<file path="src/rtl/mc_control_fsm_if.sv">
// ----------------------------------------------------------------------------
// mc_control_fsm_if
//   Control bundle between the multi-cycle MIPS main controller and the
//   datapath.
//   master : the controller. It consumes the instruction fields and ALU flags
//            and drives every mux select and write enable.
//   slave  : the datapath side.
// ----------------------------------------------------------------------------
interface mc_control_fsm_if;
    logic [5:0] OpCode;      // IR[31:26]
    logic [5:0] Funct;       // IR[5:0]
    logic       Zero;        // ALU result == 0
    logic       overflow;    // ALU raw overflow
    logic       PCWrite;
    logic       IorD;
    logic       MemRead;
    logic       MemWrite;
    logic       IRWrite;
    logic       RegWrite;
    logic [1:0] RegDst;
    logic [1:0] MemtoReg;
    logic [1:0] ALUSrcA;
    logic [1:0] ALUSrcB;
    logic [1:0] PCSource;
    logic       ExtOp;
    logic       LuiOp;
    logic [4:0] ALUConf;
    logic       Sign;
    logic       ovf_exc;
    logic       illegal_op;

    modport master (
        input  OpCode, Funct, Zero, overflow,
        output PCWrite, IorD, MemRead, MemWrite, IRWrite, RegWrite, RegDst,
               MemtoReg, ALUSrcA, ALUSrcB, PCSource, ExtOp, LuiOp, ALUConf,
               Sign, ovf_exc, illegal_op
    );

    modport slave (
        output OpCode, Funct, Zero, overflow,
        input  PCWrite, IorD, MemRead, MemWrite, IRWrite, RegWrite, RegDst,
               MemtoReg, ALUSrcA, ALUSrcB, PCSource, ExtOp, LuiOp, ALUConf,
               Sign, ovf_exc, illegal_op
    );
endinterface

</file>
<file path="src/rtl/mc_control_fsm.sv">
// ----------------------------------------------------------------------------
// mc_control_fsm
//   Multi-cycle MIPS main controller (Moore). Each instruction is sequenced
//   through IF -> ID -> execute -> (memory) -> (writeback).
//   Ports:
//     clk   - rising-edge clock
//     reset - asynchronous, active-high; forces INIT, where every output is 0
//     bus   - mc_control_fsm_if.master: OpCode/Funct/Zero/overflow in, all
//             datapath controls out
//   Outputs decode the state, the latched overflow bit and OpCode/Funct.
// ----------------------------------------------------------------------------
module mc_control_fsm (
    input  logic                   clk,
    input  logic                   reset,
    mc_control_fsm_if.master       bus
);
    typedef enum logic [3:0] {
        S_INIT, S_IF, S_ID, S_MADDR, S_MRD, S_MWB, S_MWR,
        S_REX, S_RWB, S_IEX, S_IWB, S_BR, S_JMP, S_JR
    } state_t;

    localparam logic [4:0] ALU_ADD = 5'b00000;
    localparam logic [4:0] ALU_SUB = 5'b00110;
    localparam logic [4:0] ALU_AND = 5'b00010;
    localparam logic [4:0] ALU_OR  = 5'b00001;
    localparam logic [4:0] ALU_XOR = 5'b01101;
    localparam logic [4:0] ALU_NOR = 5'b01100;
    localparam logic [4:0] ALU_SLT = 5'b00111;
    localparam logic [4:0] ALU_SLL = 5'b11001;
    localparam logic [4:0] ALU_SRL = 5'b10000;
    localparam logic [4:0] ALU_SRA = 5'b11000;

    state_t     r_state;
    state_t     w_next;
    logic       r_ovf_q;
    logic       w_ovf_d;
    logic [4:0] w_conf;
    logic       w_sign;

    always_ff @(posedge clk or posedge reset) begin
        if (reset) begin
            r_state <= S_INIT;
            r_ovf_q <= 1'b0;
        end else begin
            r_state <= w_next;
            r_ovf_q <= w_ovf_d;
        end
    end

    // Only signed add/sub can trap; address, PC+4, unsigned and logical
    // operations are never flagged.
    assign w_ovf_d = ((r_state == S_REX) || (r_state == S_IEX)) &&
                     bus.overflow && w_sign &&
                     ((w_conf == ALU_ADD) || (w_conf == ALU_SUB));

    assign bus.ALUConf = w_conf;
    assign bus.Sign    = w_sign;

    always_comb begin
        w_next         = S_IF;
        w_conf         = ALU_ADD;
        w_sign         = 1'b0;
        bus.PCWrite    = 1'b0;
        bus.IorD       = 1'b0;
        bus.MemRead    = 1'b0;
        bus.MemWrite   = 1'b0;
        bus.IRWrite    = 1'b0;
        bus.RegWrite   = 1'b0;
        bus.RegDst     = 2'd0;
        bus.MemtoReg   = 2'd0;
        bus.ALUSrcA    = 2'd0;
        bus.ALUSrcB    = 2'd0;
        bus.PCSource   = 2'd0;
        bus.ExtOp      = 1'b0;
        bus.LuiOp      = 1'b0;
        bus.ovf_exc    = 1'b0;
        bus.illegal_op = 1'b0;

        case (r_state)
            S_INIT: w_next = S_IF;
            S_IF: begin
                bus.MemRead = 1'b1;
                bus.IRWrite = 1'b1;
                bus.ALUSrcB = 2'd1;
                bus.PCWrite = 1'b1;
                w_next      = S_ID;
            end
            S_ID: begin
                // Branch target PC+4 + (imm<<2) is precomputed into ALUOut.
                bus.ALUSrcB = 2'd3;
                bus.ExtOp   = 1'b1;
                case (bus.OpCode)
                    6'h23, 6'h2b: w_next = S_MADDR;
                    6'h00:        w_next = ((bus.Funct == 6'h08) || (bus.Funct == 6'h09)) ? S_JR : S_REX;
                    6'h04:        w_next = S_BR;
                    6'h02, 6'h03: w_next = S_JMP;
                    6'h08, 6'h09, 6'h0a, 6'h0b,
                    6'h0c, 6'h0d, 6'h0e, 6'h0f: w_next = S_IEX;
                    default: begin
                        bus.illegal_op = 1'b1;
                        w_next         = S_IF;
                    end
                endcase
            end
            S_MADDR: begin
                bus.ALUSrcA = 2'd1;
                bus.ALUSrcB = 2'd2;
                bus.ExtOp   = 1'b1;
                w_next      = (bus.OpCode == 6'h23) ? S_MRD : S_MWR;
            end
            S_MRD: begin
                bus.MemRead = 1'b1;
                bus.IorD    = 1'b1;
                w_next      = S_MWB;
            end
            S_MWB: begin
                bus.RegWrite = 1'b1;
                bus.MemtoReg = 2'd1;
            end
            S_MWR: begin
                bus.MemWrite = 1'b1;
                bus.IorD     = 1'b1;
            end
            S_REX: begin
                bus.ALUSrcA = 2'd1;
                w_next      = S_RWB;
                case (bus.Funct)
                    6'h20, 6'h21: begin w_conf = ALU_ADD; w_sign = (bus.Funct == 6'h20); end
                    6'h22, 6'h23: begin w_conf = ALU_SUB; w_sign = (bus.Funct == 6'h22); end
                    6'h24:        w_conf = ALU_AND;
                    6'h25:        w_conf = ALU_OR;
                    6'h26:        w_conf = ALU_XOR;
                    6'h27:        w_conf = ALU_NOR;
                    6'h2a, 6'h2b: begin w_conf = ALU_SLT; w_sign = (bus.Funct == 6'h2a); end
                    6'h00:        begin w_conf = ALU_SLL; bus.ALUSrcA = 2'd2; end
                    6'h02:        begin w_conf = ALU_SRL; bus.ALUSrcA = 2'd2; end
                    6'h03:        begin w_conf = ALU_SRA; bus.ALUSrcA = 2'd2; end
                    default: begin
                        bus.illegal_op = 1'b1;
                        w_next         = S_IF;
                    end
                endcase
            end
            S_RWB: begin
                bus.RegDst   = 2'd1;
                bus.RegWrite = ~r_ovf_q;
                bus.ovf_exc  = r_ovf_q;
            end
            S_IEX: begin
                bus.ALUSrcA = 2'd1;
                bus.ALUSrcB = 2'd2;
                w_next      = S_IWB;
                case (bus.OpCode)
                    6'h08:   begin w_conf = ALU_ADD; bus.ExtOp = 1'b1; w_sign = 1'b1; end
                    6'h09:   begin w_conf = ALU_ADD; bus.ExtOp = 1'b1; end
                    6'h0c:   w_conf = ALU_AND;
                    6'h0d:   w_conf = ALU_OR;
                    6'h0e:   w_conf = ALU_XOR;
                    6'h0a:   begin w_conf = ALU_SLT; bus.ExtOp = 1'b1; w_sign = 1'b1; end
                    6'h0b:   begin w_conf = ALU_SLT; bus.ExtOp = 1'b1; end
                    // lui: rs is $0 in the encoding, so A + {imm,16'h0} is the result.
                    default: begin w_conf = ALU_ADD; bus.LuiOp = 1'b1; end
                endcase
            end
            S_IWB: begin
                bus.RegWrite = ~r_ovf_q;
                bus.ovf_exc  = r_ovf_q;
            end
            S_BR: begin
                bus.ALUSrcA  = 2'd1;
                w_conf       = ALU_SUB;
                bus.PCSource = 2'd1;
                bus.PCWrite  = bus.Zero;
            end
            S_JMP: begin
                bus.PCSource = 2'd2;
                bus.PCWrite  = 1'b1;
                if (bus.OpCode == 6'h03) begin
                    bus.RegWrite = 1'b1;
                    bus.RegDst   = 2'd2;
                    bus.MemtoReg = 2'd2;
                end
            end
            S_JR: begin
                bus.PCSource = 2'd3;
                bus.PCWrite  = 1'b1;
                if (bus.Funct == 6'h09) begin
                    bus.RegWrite = 1'b1;
                    bus.RegDst   = 2'd1;
                    bus.MemtoReg = 2'd2;
                end
            end
            default: w_next = S_INIT;
        endcase
    end
endmodule

</file>
<file path="src/flat_wrapper.sv">
// flat-port wrapper written by rule: the top's interface ports become plain ports
module mc_control_fsm_flat 
  (clk, reset, bus_OpCode, bus_Funct, bus_Zero, bus_overflow, bus_PCWrite, bus_IorD, bus_MemRead, bus_MemWrite, bus_IRWrite, bus_RegWrite, bus_RegDst, bus_MemtoReg, bus_ALUSrcA, bus_ALUSrcB, bus_PCSource, bus_ExtOp, bus_LuiOp, bus_ALUConf, bus_Sign, bus_ovf_exc, bus_illegal_op);
  mc_control_fsm_if bus_i ();
  input  logic clk;
  input  logic reset;
  input wire logic [$bits(bus_i.OpCode)-1:0] bus_OpCode;
  input wire logic [$bits(bus_i.Funct)-1:0] bus_Funct;
  input wire logic [$bits(bus_i.Zero)-1:0] bus_Zero;
  input wire logic [$bits(bus_i.overflow)-1:0] bus_overflow;
  output wire logic [$bits(bus_i.PCWrite)-1:0] bus_PCWrite;
  output wire logic [$bits(bus_i.IorD)-1:0] bus_IorD;
  output wire logic [$bits(bus_i.MemRead)-1:0] bus_MemRead;
  output wire logic [$bits(bus_i.MemWrite)-1:0] bus_MemWrite;
  output wire logic [$bits(bus_i.IRWrite)-1:0] bus_IRWrite;
  output wire logic [$bits(bus_i.RegWrite)-1:0] bus_RegWrite;
  output wire logic [$bits(bus_i.RegDst)-1:0] bus_RegDst;
  output wire logic [$bits(bus_i.MemtoReg)-1:0] bus_MemtoReg;
  output wire logic [$bits(bus_i.ALUSrcA)-1:0] bus_ALUSrcA;
  output wire logic [$bits(bus_i.ALUSrcB)-1:0] bus_ALUSrcB;
  output wire logic [$bits(bus_i.PCSource)-1:0] bus_PCSource;
  output wire logic [$bits(bus_i.ExtOp)-1:0] bus_ExtOp;
  output wire logic [$bits(bus_i.LuiOp)-1:0] bus_LuiOp;
  output wire logic [$bits(bus_i.ALUConf)-1:0] bus_ALUConf;
  output wire logic [$bits(bus_i.Sign)-1:0] bus_Sign;
  output wire logic [$bits(bus_i.ovf_exc)-1:0] bus_ovf_exc;
  output wire logic [$bits(bus_i.illegal_op)-1:0] bus_illegal_op;
  assign bus_i.OpCode = bus_OpCode;
  assign bus_i.Funct = bus_Funct;
  assign bus_i.Zero = bus_Zero;
  assign bus_i.overflow = bus_overflow;
  assign bus_PCWrite = bus_i.PCWrite;
  assign bus_IorD = bus_i.IorD;
  assign bus_MemRead = bus_i.MemRead;
  assign bus_MemWrite = bus_i.MemWrite;
  assign bus_IRWrite = bus_i.IRWrite;
  assign bus_RegWrite = bus_i.RegWrite;
  assign bus_RegDst = bus_i.RegDst;
  assign bus_MemtoReg = bus_i.MemtoReg;
  assign bus_ALUSrcA = bus_i.ALUSrcA;
  assign bus_ALUSrcB = bus_i.ALUSrcB;
  assign bus_PCSource = bus_i.PCSource;
  assign bus_ExtOp = bus_i.ExtOp;
  assign bus_LuiOp = bus_i.LuiOp;
  assign bus_ALUConf = bus_i.ALUConf;
  assign bus_Sign = bus_i.Sign;
  assign bus_ovf_exc = bus_i.ovf_exc;
  assign bus_illegal_op = bus_i.illegal_op;
  mc_control_fsm u_core (.clk(clk), .reset(reset), .bus(bus_i));
endmodule
</file>
<file path="config.mk">
export PLATFORM = sky130hd
export DESIGN_NAME = mc_control_fsm_flat
export DESIGN_NICKNAME = d
export VERILOG_FILES = /design/src/rtl/mc_control_fsm_if.sv /design/src/rtl/mc_control_fsm.sv /design/src/flat_wrapper.sv
export SDC_FILE = /design/constraint.sdc
export NUM_CORES = 1
export LEC_CHECK = 0
export ABC_AREA = 1
export BUFFER_PORTS_ARGS = -buffer_cell sky130_fd_sc_hd__buf_2
export CAP_MARGIN = 20
export CORE_MARGIN = 1
export CORE_UTILIZATION = 50
export CTS_CLUSTER_DIAMETER = 40
export DETAILED_ROUTE_END_ITERATION = 10
export GPL_TIMING_DRIVEN = 0
export PLACE_DENSITY_LB_ADDON = 0.12
export SLEW_MARGIN = 20
export SYNTH_ARGS = -nofsm -noshare
export SYNTH_HDL_FRONTEND = slang
export SYNTH_SLANG_ARGS = --single-unit
</file>
<file path="constraint.sdc">
create_clock -name clk -period 2.56 [get_ports clk]
set_clock_uncertainty 0.1 [all_clocks]
set_input_delay 0.512 -clock clk [delete_from_list [all_inputs] [get_ports clk]]
set_output_delay 0.512 -clock clk [all_outputs]
set_load 0.05 [all_outputs]
</file>
==> results of run 1 <==
## power by group through the flow
stage,registers (mW),logic [mW],clock network (mW)
floorplan,0.146,0.653,0
finish,0.161,0.815,0.0939
global route,0.165,0.876,0.104
CTS,0.158,0.815,0.0952
global placement,0.158,0.804,0
detailed placement,0.159,0.812,0
## stage by stage
stage / area [µm²] / worst slack [ns]
detailed placement: 1160 / 0.327
finish: 1180 / 0.191
floorplan: 926 / 0.0755
CTS: 1180 / 0.203
global placement: 1160 / 0.352
global route: 1180 / 0.0780
## critical path, cell delays in order, from the launching register on
cell     delay, ns
dfrtp_1       0.45
inv_2         0.13
nand3_1       0.14
nor2_1        0.31
inv_2         0.06
o21ai_1       0.13
buf_2         0.28
## layer usage
layer  part of all wire (%)  global-route usage (%)
met1                     46                    34.5
met2                     48                    47.1
met3                    4.4                    3.60
met4                    1.4                    9.09
met5                      0                       0
## cell families after synthesis
| kind of cell | share of synthesized area, % |
|---|---|
| buffers and inverters | 14.3 |
| DFF | 13.6 |
| AOI/OAI and AO/OA | 12.3 |
| and+or+nand+nor | 59.8 |
## state kept, by name, indices dropped and copies added, names as in the netlist
register	flops
u_core.r_state	4
u_core.r_ovf_q	1
## final cells by class
class	count	area [µm²]	area share, %
clock buffer	4	26.3	2.22
buffer	1	5.00	0.423
inverter	33	126	10.7
tap	25	31.3	2.64
timing repair buffer	40	200	16.9
multi-input combinational	139	669	56.6
sequential	5	125	10.6
## cell usage after synthesis, drive strengths merged
| cell | number |
|---|---|
| a211o | 1 |
| a21boi | 1 |
| a21oi | 5 |
| a311oi | 1 |
| buf | 1 |
| dfrtp | 5 |
| inv | 33 |
| nand2 | 48 |
| nand3 | 26 |
| nand3b | 1 |
| nand4 | 4 |
| nor2 | 36 |
| nor3 | 3 |
| o21ai | 10 |
| o22ai | 2 |
| or2 | 1 |
## how the worst max path moves through the flow
stage	start	slack, ns	end
floorplan	u_core.r_state[1]$_DFF_PP0_	0.08	bus_ALUSrcB[0]
global placement	bus_Funct[4]	0.35	bus_ALUSrcA[0]
detailed placement	bus_Funct[4]	0.33	bus_RegWrite
CTS	u_core.r_state[2]$_DFF_PP0_	0.20	bus_illegal_op
global route	u_core.r_state[2]$_DFF_PP0_	0.08	bus_illegal_op
finish	u_core.r_state[2]$_DFF_PP0_	0.19	bus_illegal_op
==> results.txt, run 1 <==
The leftover overflow at the end of global routing came out at 0. Of all nets on the critical path, the largest fanout is 6. The normalized max-slew margin is between 70 and 80%. The power share of the clock group is 8.8%. The number of gates resized after CTS was 0. The element type at the critical path start is a flip-flop. The clock-pin slew on the worst setup and hold paths is 0.04 ns.

The flow ran to the end, and the final reports show no timing, DRC or antenna violations. The synthesized design spends more area on one cell type than any other, namely nand2_1. The number of warnings reported in the yosys synthesis log came out at 0. The net switching power of the design is 723 µW. Including well taps, the total number of placed cells is 243. The endpoint class of the critical path is an output port. The post-CTS setup repair buffer count is 0. The area of the mapped netlist came out at 918 µm². Of the total power, combinational logic draws 76.1%. The iteration count of the initial detailed-routing pass is 5. Clock latency on the worst-skew pair, taken at its later pin, is roughly 0.25 ns. The via total after detailed routing came out at 1273.

The analysis attributes to cell leakage a power of 0.752 nW. The filler cells instantiated in the layout total 188. The floorplan has 15 rows.

The number of cells on the worst reg-to-reg path is 5. The floorplan step defined a core boundary enclosing 1730 µm². Compared with the post-synthesis result, the final layout area differs by 28.9%.

The mean routed wirelength per cell came out at between 10 and 15 µm. The reg-to-reg critical path endpoint is u_core.r_state[3]$_DFF_PP0_. The number of DRC markers after the initial detailed-route iteration is 31. The starting density of the core came out at a little over half. The hold violation count in the final report was 0.

The number of design rule violations left after detail routing is 0. Excluding fillers, the count of instances in the completed layout stands at 247. The final-layout setup total negative slack is 0 ns. After detailed routing, the number of vias per cell comes to roughly 5.

Sequential cells account for between 10% and 20% of the total power. The total internal power came out at 347 µW. The power density over the cells came out at 904 nW/µm². The number of pins exceeding their max-slew limit in the final report came out at 0.

The required time reported for the critical path endpoint is 1.95 ns. The number of global-route vias before repair came out at a little over 1000. In the layout the commonest cells are nand2_1, buf_2, nor2_1.

The die is 44.9 µm tall. The worst hold path belongs to the class input pin to async pin. For this run, the post-layout net count is approximately 240. The period utilization came out at between 90% and 100%. The clock buffer count from CTS came out at 3. For the pin with the worst max-slew slack, the measured transition is 0.326 ns. The peak supply drop came out at 0.871 mV.

On the final layout, the worst hold slack is 0.0657 ns. By area the synthesized netlist is led by nand2_1, dfrtp_1, nand3_1. The total die area came out at 2010 µm². The type of the worst setup path is flip-flop to output port.

The internal reg-to-reg setup slack came out at 1.14 ns. The initial antenna violation count came out at 0. The number of distinct standard cells referenced by the synthesized netlist came out at 26. The share of post-route cells with drive strength above 1 came out at 27.9%. The per-instance average area after synthesis is between 5 and 6 µm². Cells fill 68.6% of the core in the end. The global-route usage over all layers came out at 27.1%. Synthesis handed over a netlist of 178 instances. TritonCTS built the clock tree. The number of antenna diodes is 0.

For the worst setup path, the data arrival time is 1.76 ns. Measured along the x axis, the die boundary spans 44.9 µm. The maximum buffer depth of the clock tree is 2. Setup repair after global routing left no endpoint under its margin. Entering global routing, the biggest net connects 11 pins. Leaving out fill and tap cells, the most frequent cell in the layout is nand2_1. The switching part of the total is 67.6%. The port buffer count came out at 40.

The number of hold-repair buffers added at the cts stage is 0. The number of maximum-capacitance constraint violations came out at 0. The proportion of netlist area held by the largest area contributor came out at 18.4%. The minimum clock period after layout is 2.37 ns. The sum of routed wire length over all layers is 2.61 mm.

The detailed-placement wirelength estimate came out at 2.18 mm. The I/O pin count came out at 42. The number of antenna-violating nets in the routed design is 0.

The congestion estimate from routability-driven global placement came to 0.881. Clock tree synthesis found a total of 5 sinks. After synthesis the netlist holds a flip-flop and latch count of 5. The global-route wire length before repair is 4.06 mm. Based on the critical path, the design can be clocked at up to between 400 and 500 MHz. The startpoint of the worst register-to-register path is u_core.r_state[2]$_DFF_PP0_. CTS built an H-tree with a depth of 1. The cell sitting at the root of the clock tree is a clkbuf_4. Setup violations remaining at the end of the flow were counted as 0. The number of nets produced by synthesis is 194. For this run, the register share of the synthesized area comes to 13.6%. The overall power of the completed layout is 1.07 mW.
Power figures use the tool's default switching activity.
==> run 2, diff against run 1 <==
- ABC_AREA: 1 -> unset
- CORE_UTILIZATION: 50 -> 52
- SKIP_LAST_GASP: unset -> 1
==> run 2 against run 1 <==
First-iteration DRC count grew 55%. Combinational power is 19% higher. Critical endpoint is now bus_RegWrite. The flow now finishes with violations (setup timing). Total power grew 13%. Clock power increased by 2%. Synthesized cell count fell by 16%. Largest power group unchanged. Fmax fell by 7.7%. Flip-flop and latch count unchanged. Via count grew 3.2%.
==> results.txt, run 2 <==
The core area came out at between 1500 and 2000 µm². Counting every instance in the synthesized netlist gives 150. Setup violations remaining at the end of the flow were counted as 2.

The worst register-to-register path ends at u_core.r_ovf_q$_DFF_PP0_. The global-route usage over all layers came out at 29.8%. The number of pins exceeding their max-slew limit in the final report came out at 0.

The number of maximum-capacitance constraint violations is 0. The clock latency reported for the late side of the worst-skew pair came out at 0.25 ns. The placer's final routability congestion estimate came out at 0.895. The flow ran to the end, but the final reports show violations. Detailed placement ended at an HPWL of 2.25 mm. Net switching is 64.4% of the power. For the pin with the worst max-slew slack, the measured transition is 0.525 ns.

The global-route wire length before repair is 4.69 mm. The worst-path maximum fanout came out at 8. In this run the critical register-to-register path is launched from u_core.r_state[2]$_DFF_PP0_. Sorting the synthesized cells by how often they occur yields nor2_1, nor3_1, nand2_1, clkbuf_1, nand2b_1.

The power share of the clock group came out at slightly below 8%. The number of distinct standard cells referenced by the synthesized netlist came out at 53. The number of warnings reported in the yosys synthesis log came out at 0. The total die area is 2100 µm².

The I/O pin count is between 40 and 50. The via total after detailed routing came out at 1314. The proportion of netlist area held by the largest area contributor came out at between 10% and 20%.

By area the synthesized netlist is led by dfrtp_1, nand2b_1, nor2_1. The largest net degree at the start of global routing came out at 13. At the placement stage, the worst setup path has a slack of -0.190 ns. TritonCTS built the clock tree. In the post-synthesis netlist, the cell with the most instances is nor2_1. The number of nets handed over by synthesis was 166.

The most frequent standard cell in the layout excluding fill and tap cells is buf_2. The peak supply drop came out at 0.500 mV. The first TritonRoute pass finished after 4 iterations.

u_core.r_state holds more flip-flops than any other register. The clock buffer count from CTS is 3. Dividing the detail-routed wire length by the instance count gives 14.5 µm.

The number of global-route vias before repair is 1152. The root buffer cell chosen for the clock tree is clkbuf_4. The number of synthesized flops with an enable pin came out at 0. The power density over the cells is 884 nW/µm².

The total number of clock tree sinks is 5. For the worst setup path, the data required time is 1.95 ns. The cell leakage power is 0.621 nW. In this run the number of H-tree levels came out at 1. The share of post-route cells with drive strength above 1 is about 36%. The path class of the lowest-slack min-delay path is input pin to async pin.

The starting density of the core came out at a little under three fifths. STA classifies the critical path startpoint as an input pin. The normalized max-slew margin came out at 65.0%.

The clock-pin slew on the worst setup and hold paths is 0.05 ns. The area of the mapped netlist came out at 1000 µm². The data arrival time of the critical path is 1.96 ns. After the first detailed-routing iteration, the DRC count stood at 48. The period utilization is 100%. The initial antenna violation count came to 0. After synthesis, flip-flops and latches occupy 12.5% of the total area. The via density per instance is 6.06. The net total in the final layout is between 200 and 250. The worst setup path is captured at an output port. The number of rows created at floorplan came out at 15. The biggest area contributor in the post-synthesis netlist is dfrtp_1. The total internal power is roughly 430 µW. The critical path in this run is classified as input pin to output port. After synthesis the netlist holds a flip-flop and latch count of 5. The overall die width came out at roughly 46 µm. The leftover overflow at the end of global routing came out at 0. The number of antenna diodes is 0.

Setup slack on the critical path of the routed design comes to -0.00725 ns. The hold violation count in the final report is 0. The number of hold-repair buffers added at the cts stage came out at 0. The net switching power of the design came out at ~780 µW.

The most used flip-flop cell after synthesis is dfrtp_1. The number of cells on the worst reg-to-reg path is 4. Of the total power, combinational logic draws 80.8%. After detailed routing, the total wire length is 3.14 mm.

The checks that failed: setup timing. Setup repair after global routing could not meet its margin everywhere. The per-instance average area after synthesis is between 6 and 7 µm². Counting flops with an async set or reset pin after synthesis yields a share of 100%. The register with the most flip-flops in the layout has 4 of them. The minimum clock period after layout is 2.57 ns. The number of antenna-violating nets in the routed design came out at 0. The number of design rule violations left after detail routing is 0. The power share of the sequential group came out at between 10% and 20%.

The final-layout setup total negative slack came out at -0.0123 ns. The largest registers in the layout are u_core.r_state x4, u_core.r_ovf_q x1. The port buffer count came out at 36. The highest clock frequency the design can meet is 390 MHz. Relative to the synthesized area, the layout overhead comes to 36.3%.

The internal reg-to-reg setup slack is 0.57 ns. Measured along the y axis, the die boundary spans 45.8 µm. The maximum buffer depth of the clock tree is 2. Leaving out fill and tap cells, the most frequent cells in the layout are buf_2, nor2_1, nand2_1.
run 2: cell types whose count changed after synthesis, moves of 9 or more:
cell	before	now
nand2_1	45	10
nand3_1	25	5
inv_1	25	7
nor2_1	33	15
clkbuf_1	0	9
nand2b_1	0	9
run 2: how the worst max path moves through the flow:
stage | depth (start not counted) | slack (ns) | end | start
global route | 5 | -0.07 | bus_ALUConf[2] | u_core.r_state[2]$_DFF_PP0_
finish | 6 | -0.007 | bus_RegWrite | bus_Funct[5]
floorplan | 6 | -0.13 | bus_RegWrite | bus_Funct[2]
CTS | 6 | -0.009 | bus_ALUConf[2] | u_core.r_state[2]$_DFF_PP0_
detailed placement | 7 | -0.19 | bus_RegDst[0] | bus_Funct[5]
global placement | 7 | -0.17 | bus_RegDst[0] | bus_Funct[5]
run 2: power groups by stage:
| stage | Clock, mW | Combinational [mW] | Sequential (mW) |
|---|---|---|---|
| after floorplan | 0 | 0.752 | 0.115 |
| after global placement | 0 | 0.923 | 0.119 |
| after detailed placement | 0 | 0.935 | 0.119 |
| after CTS | 0.0960 | 0.957 | 0.118 |
| after global routing | 0.107 | 1.02 | 0.138 |
| final | 0.0957 | 0.973 | 0.136 |
run 2: metal layers:
layer,track usage [%],part of all wire (%)
met3,7.54,7.4
met4,5.88,0.77
met1,34.1,40
met5,0,0
met2,54.9,51
run 2: layout make-up:
| cell class | instances | area (µm²) |
|---|---|---|
| Buffer | 13 | 60.1 |
| Clock buffer | 4 | 26.3 |
| Fill cell | 158 | 402 |
| Inverter | 7 | 26.3 |
| Multi-Input combinational cell | 122 | 847 |
| Sequential cell | 5 | 126 |
| Tap cell | 25 | 31.3 |
| Timing Repair Buffer | 41 | 245 |
run 2: timing repair:
item,4_1_cts,5_1_grt
setup buffers,3,2
hold endpoints to repair,0,0
setup endpoints to repair,11,9
pin swaps,3,4
gates resized for setup,12,12
run 2: cells by family after synthesis:
logic type                synth area share [%]
and+or+nand+nor                           46.6
DFF                                       12.5
buffers and inverters                     10.6
xor gates and xnor gates                  2.63
AOI/OAI and AO/OA                         27.7
run 2: critical path, cell delays in order:
cell and delay [ns]:
buf_4 0.14, or2_4 0.24, or3_4 0.38, or3_4 0.41
nand3_1 0.08, buf_4 0.19
run 2: stage by stage:
stage,power (mW),hold WS [ns],instance area [µm²],std cells,utilization [%]
floorplan,0.867,0.191,1020,150,-
global placement,1.04,0.301,1230,211,70.0
detailed placement,1.05,0.314,1230,211,70.0
CTS,1.17,0.0526,1310,216,74.4
global route,1.26,0.0455,1360,217,77.2
finish,1.20,0.0494,1360,217,77.2
==> run 3, diff against run 2 <==
==> constraint.sdc (replaced) <==
create_clock -name clk -period 2.56 [get_ports clk]
set_clock_uncertainty 0.1 [all_clocks]
set_input_delay 0.128 -clock clk [delete_from_list [all_inputs] [get_ports clk]]
set_output_delay 0.128 -clock clk [all_outputs]
set_load 0.05 [all_outputs]
==> run 3 against run 2 <==
The flow now finishes without violations. First-iteration DRC count down 13%. Count of clock-buffer cells in the layout unchanged. Cell count down 0.46%. Global-route usage down 1.2 points. Clock power up 7%. Combinational power down 4.0%. Routed wire length down 6.8%. Sequential power down 14%. Total power down 4.3%. Register-to-register slack worse by 0.11 ns. Die area unchanged.
==> results.txt, run 3 (synthesized netlist as in run 2, its figures left out) <==
The worst setup path is launched from a flip-flop. Once placement completed, the tool counted placed cells totaling approximately 210. The pre-antenna-repair detailed-routing pass consisted of 5 iterations. The run finished with clean final reports. The I/O pin count is 42. The flip-flop count of the largest register, all copies and words added is 4. The register with the most flip-flops in the final layout is u_core.r_state. The starting density of the core came out at 56.7%.

The via density per instance came out at 6.15. The via total after detailed routing came out at 1328. The global-route usage over all layers is between 20% and 30%. From bottom edge to top edge, the die measures 45.8 µm. The largest net degree at the start of global routing came out at 11. The hold violation count in the final report came out at 0. The power share of the sequential group came out at 10.2%.

The placer's final routability congestion estimate came out at between 0.8 and 0.9. The largest registers in the layout are u_core.r_state x4, u_core.r_ovf_q x1. The final-layout setup total negative slack came out at 0 ns. The number of pins exceeding their max-slew limit in the final report was 0.

The floorplan step defined a die boundary enclosing 2100 µm². The period utilization came out at between 90 and 100%. The clock latency reported for the late side of the worst-skew pair came out at roughly 0.26 ns.

The number of design rule violations left after detail routing is 0. The clock-pin slew on the worst setup and hold paths is 0.06 ns. The power share of the clock group came out at 8.8%. The number of buffers and inverters on the critical path came out at 2.

The share of post-route cells with drive strength above 1 is 27.7%. Setup repair after global routing left no endpoint under its margin. The number of global-route vias before repair is 1038. The switching part of the total is 64.5%. The number of fillers in the final layout came out at 186. The net total in the final layout came out at approximately 210. The tightest hold path in the finished design has a slack of about 0.047 ns. The global-route wire length before repair is approximately 4.4 mm. The number of hold-repair buffers added at the cts stage is 1. The transition time at the pin with the least slew margin came out at 0.610 ns. In the layout the commonest cells are buf_2, nor2_1, nor3_1. In this run the power density over the cells is between 900 and 1000 nW/µm². The detailed-placement wirelength estimate came out at between 2 and 2.5 mm. TritonCTS built the clock tree. The worst-case IR drop observed on VDD is roughly 0.56 mV. Leaving out fill and tap cells, the most frequent cell in the layout is buf_2. The minimum clock period after layout is 2.40 ns. Counting along the longest clock path gives a buffer depth of 2. The cell leakage power came out at 0.596 nW. The initialized floorplan defines 15 standard-cell rows.

The total number of clock tree sinks is 5. The number of antenna diodes is 0. The routed design has 2.92 mm of wire. The worst-path maximum fanout is 10.

The critical path in this run is classified as flip-flop to output port. The number of antenna-violating nets in the routed design came out at 0. The net switching power of the design came out at 744 µW.

The tree is rooted in a clkbuf_4. The port buffer count is 36. The endpoint class of the critical path is an output port. The highest clock frequency the design can meet came out at 417 MHz.

The path class of the tightest hold or removal check is input pin to flip-flop. The total internal power is 409 µW. Traced cell by cell, the critical path runs through buf_2, and4bb_2, nand3_1, or3b_2, nand3_1, buf_2. The post-CTS setup repair buffer count came out at 0. The leftover overflow at the end of global routing is 0. The data arrival time of the critical path is 2.17 ns.

The cell family contributing the most delay on the critical path is simple AND/OR/NAND/NOR gates. Once the clock tree was built, the resizer swapped 0 gates to a different size. The overall die width is 45.8 µm. The combinational power share is 81.0%. Setup violations remaining at the end of the flow were counted as 0. The core area is 1760 µm². The required time reported for the critical path endpoint came out at 2.33 ns. The initial antenna violation count came out at 0. Compared with the post-synthesis result, the final layout area differs by 24.8%.

The number of maximum-capacitance constraint violations came out at 0. The total number of H-tree levels came out at 1. The non-filler instance count after layout is 216. For this design, the slowest cell found on the critical path is or3b_2.

After detailed routing, the average wire length per cell comes to 13.5 µm. The normalized max-slew margin is approximately three fifths. The maximum cell stage delay along the critical path is about 0.50 ns. The number of DRC markers after the initial detailed-route iteration is 42. The clock buffer count from CTS came out at 3.
run 3: changes by cell type in the layout (fill, tap and decap cells not counted), sizes merged:
| cell | previous run | this run |
|---|---|---|
| dlygate4sd3 | 0 | 1 |
| buf | 44 | 42 |
run 3: layout make-up:
cell class,count,area (µm²),area share [%]
Tap cell,25,31.3,2.51
Sequential cell,5,125,10.0
Inverter,7,26.3,2.11
Timing Repair Buffer,37,190,15.2
Multi-Input combinational cell,122,768,61.6
Buffer,16,80.1,6.42
Clock buffer,4,26.3,2.11
run 3: path summary, 6_finish.rpt:
path                                        startpoint                           to  slack, ns  depth (start not counted)
min in group asynchronous                        reset     u_core.r_ovf_q$_DFF_PP0_       0.23                          3
min                                       bus_overflow     u_core.r_ovf_q$_DFF_PP0_       0.05                          3
max in group asynchronous                        reset  u_core.r_state[2]$_DFF_PP0_       1.93                          3
max reg2reg                u_core.r_state[2]$_DFF_PP0_     u_core.r_ovf_q$_DFF_PP0_       0.46                          5
max                        u_core.r_state[2]$_DFF_PP0_               bus_ALUConf[2]       0.16                          6
min reg2reg                u_core.r_state[2]$_DFF_PP0_  u_core.r_state[1]$_DFF_PP0_       0.71                          3
run 3: worst reg2reg max path, stage by stage, from the launching register on:
cell and delay, ns:
dfrtp_1 0.34, buf_2 0.17, and4bb_2 0.35, nand3_1 0.22, or3_1 0.41, a211oi_1 0.39
run 3: power by group through the flow:
stage	Clock, mW	Sequential (mW)	Combinational (mW)
after floorplan	0	0.115	0.739
after global routing	0.105	0.120	0.993
after CTS	0.0997	0.117	0.929
after global placement	0	0.119	0.908
after detailed placement	0	0.119	0.925
final	0.102	0.117	0.934
run 3: per-stage QoR:
stage / power (mW) / setup WS (ns) / area (µm²) / utilization, %
4_1_cts: 1.15 / 0.170 / 1250 / 70.7
3_5_place_dp: 1.04 / 0.438 / 1210 / 68.7
2_1_floorplan: 0.854 / 0.0706 / 1000 / -
5_1_grt: 1.22 / 0.0366 / 1250 / 70.7
3_3_place_gp: 1.03 / 0.445 / 1210 / 68.7
6_report: 1.15 / 0.159 / 1250 / 70.7
run 3: metal layers:
| layer | share of wire [%] | GRT usage [%] | vias to the layer above |
|---|---|---|---|
| li1 | - | - | 638 |
| met2 | 52 | 53.0 | 72 |
| met5 | 0 | 0 | - |
| met4 | 2.1 | 7.65 | 0 |
| met1 | 40 | 33.8 | 600 |
| met3 | 6.1 | 3.57 | 18 |
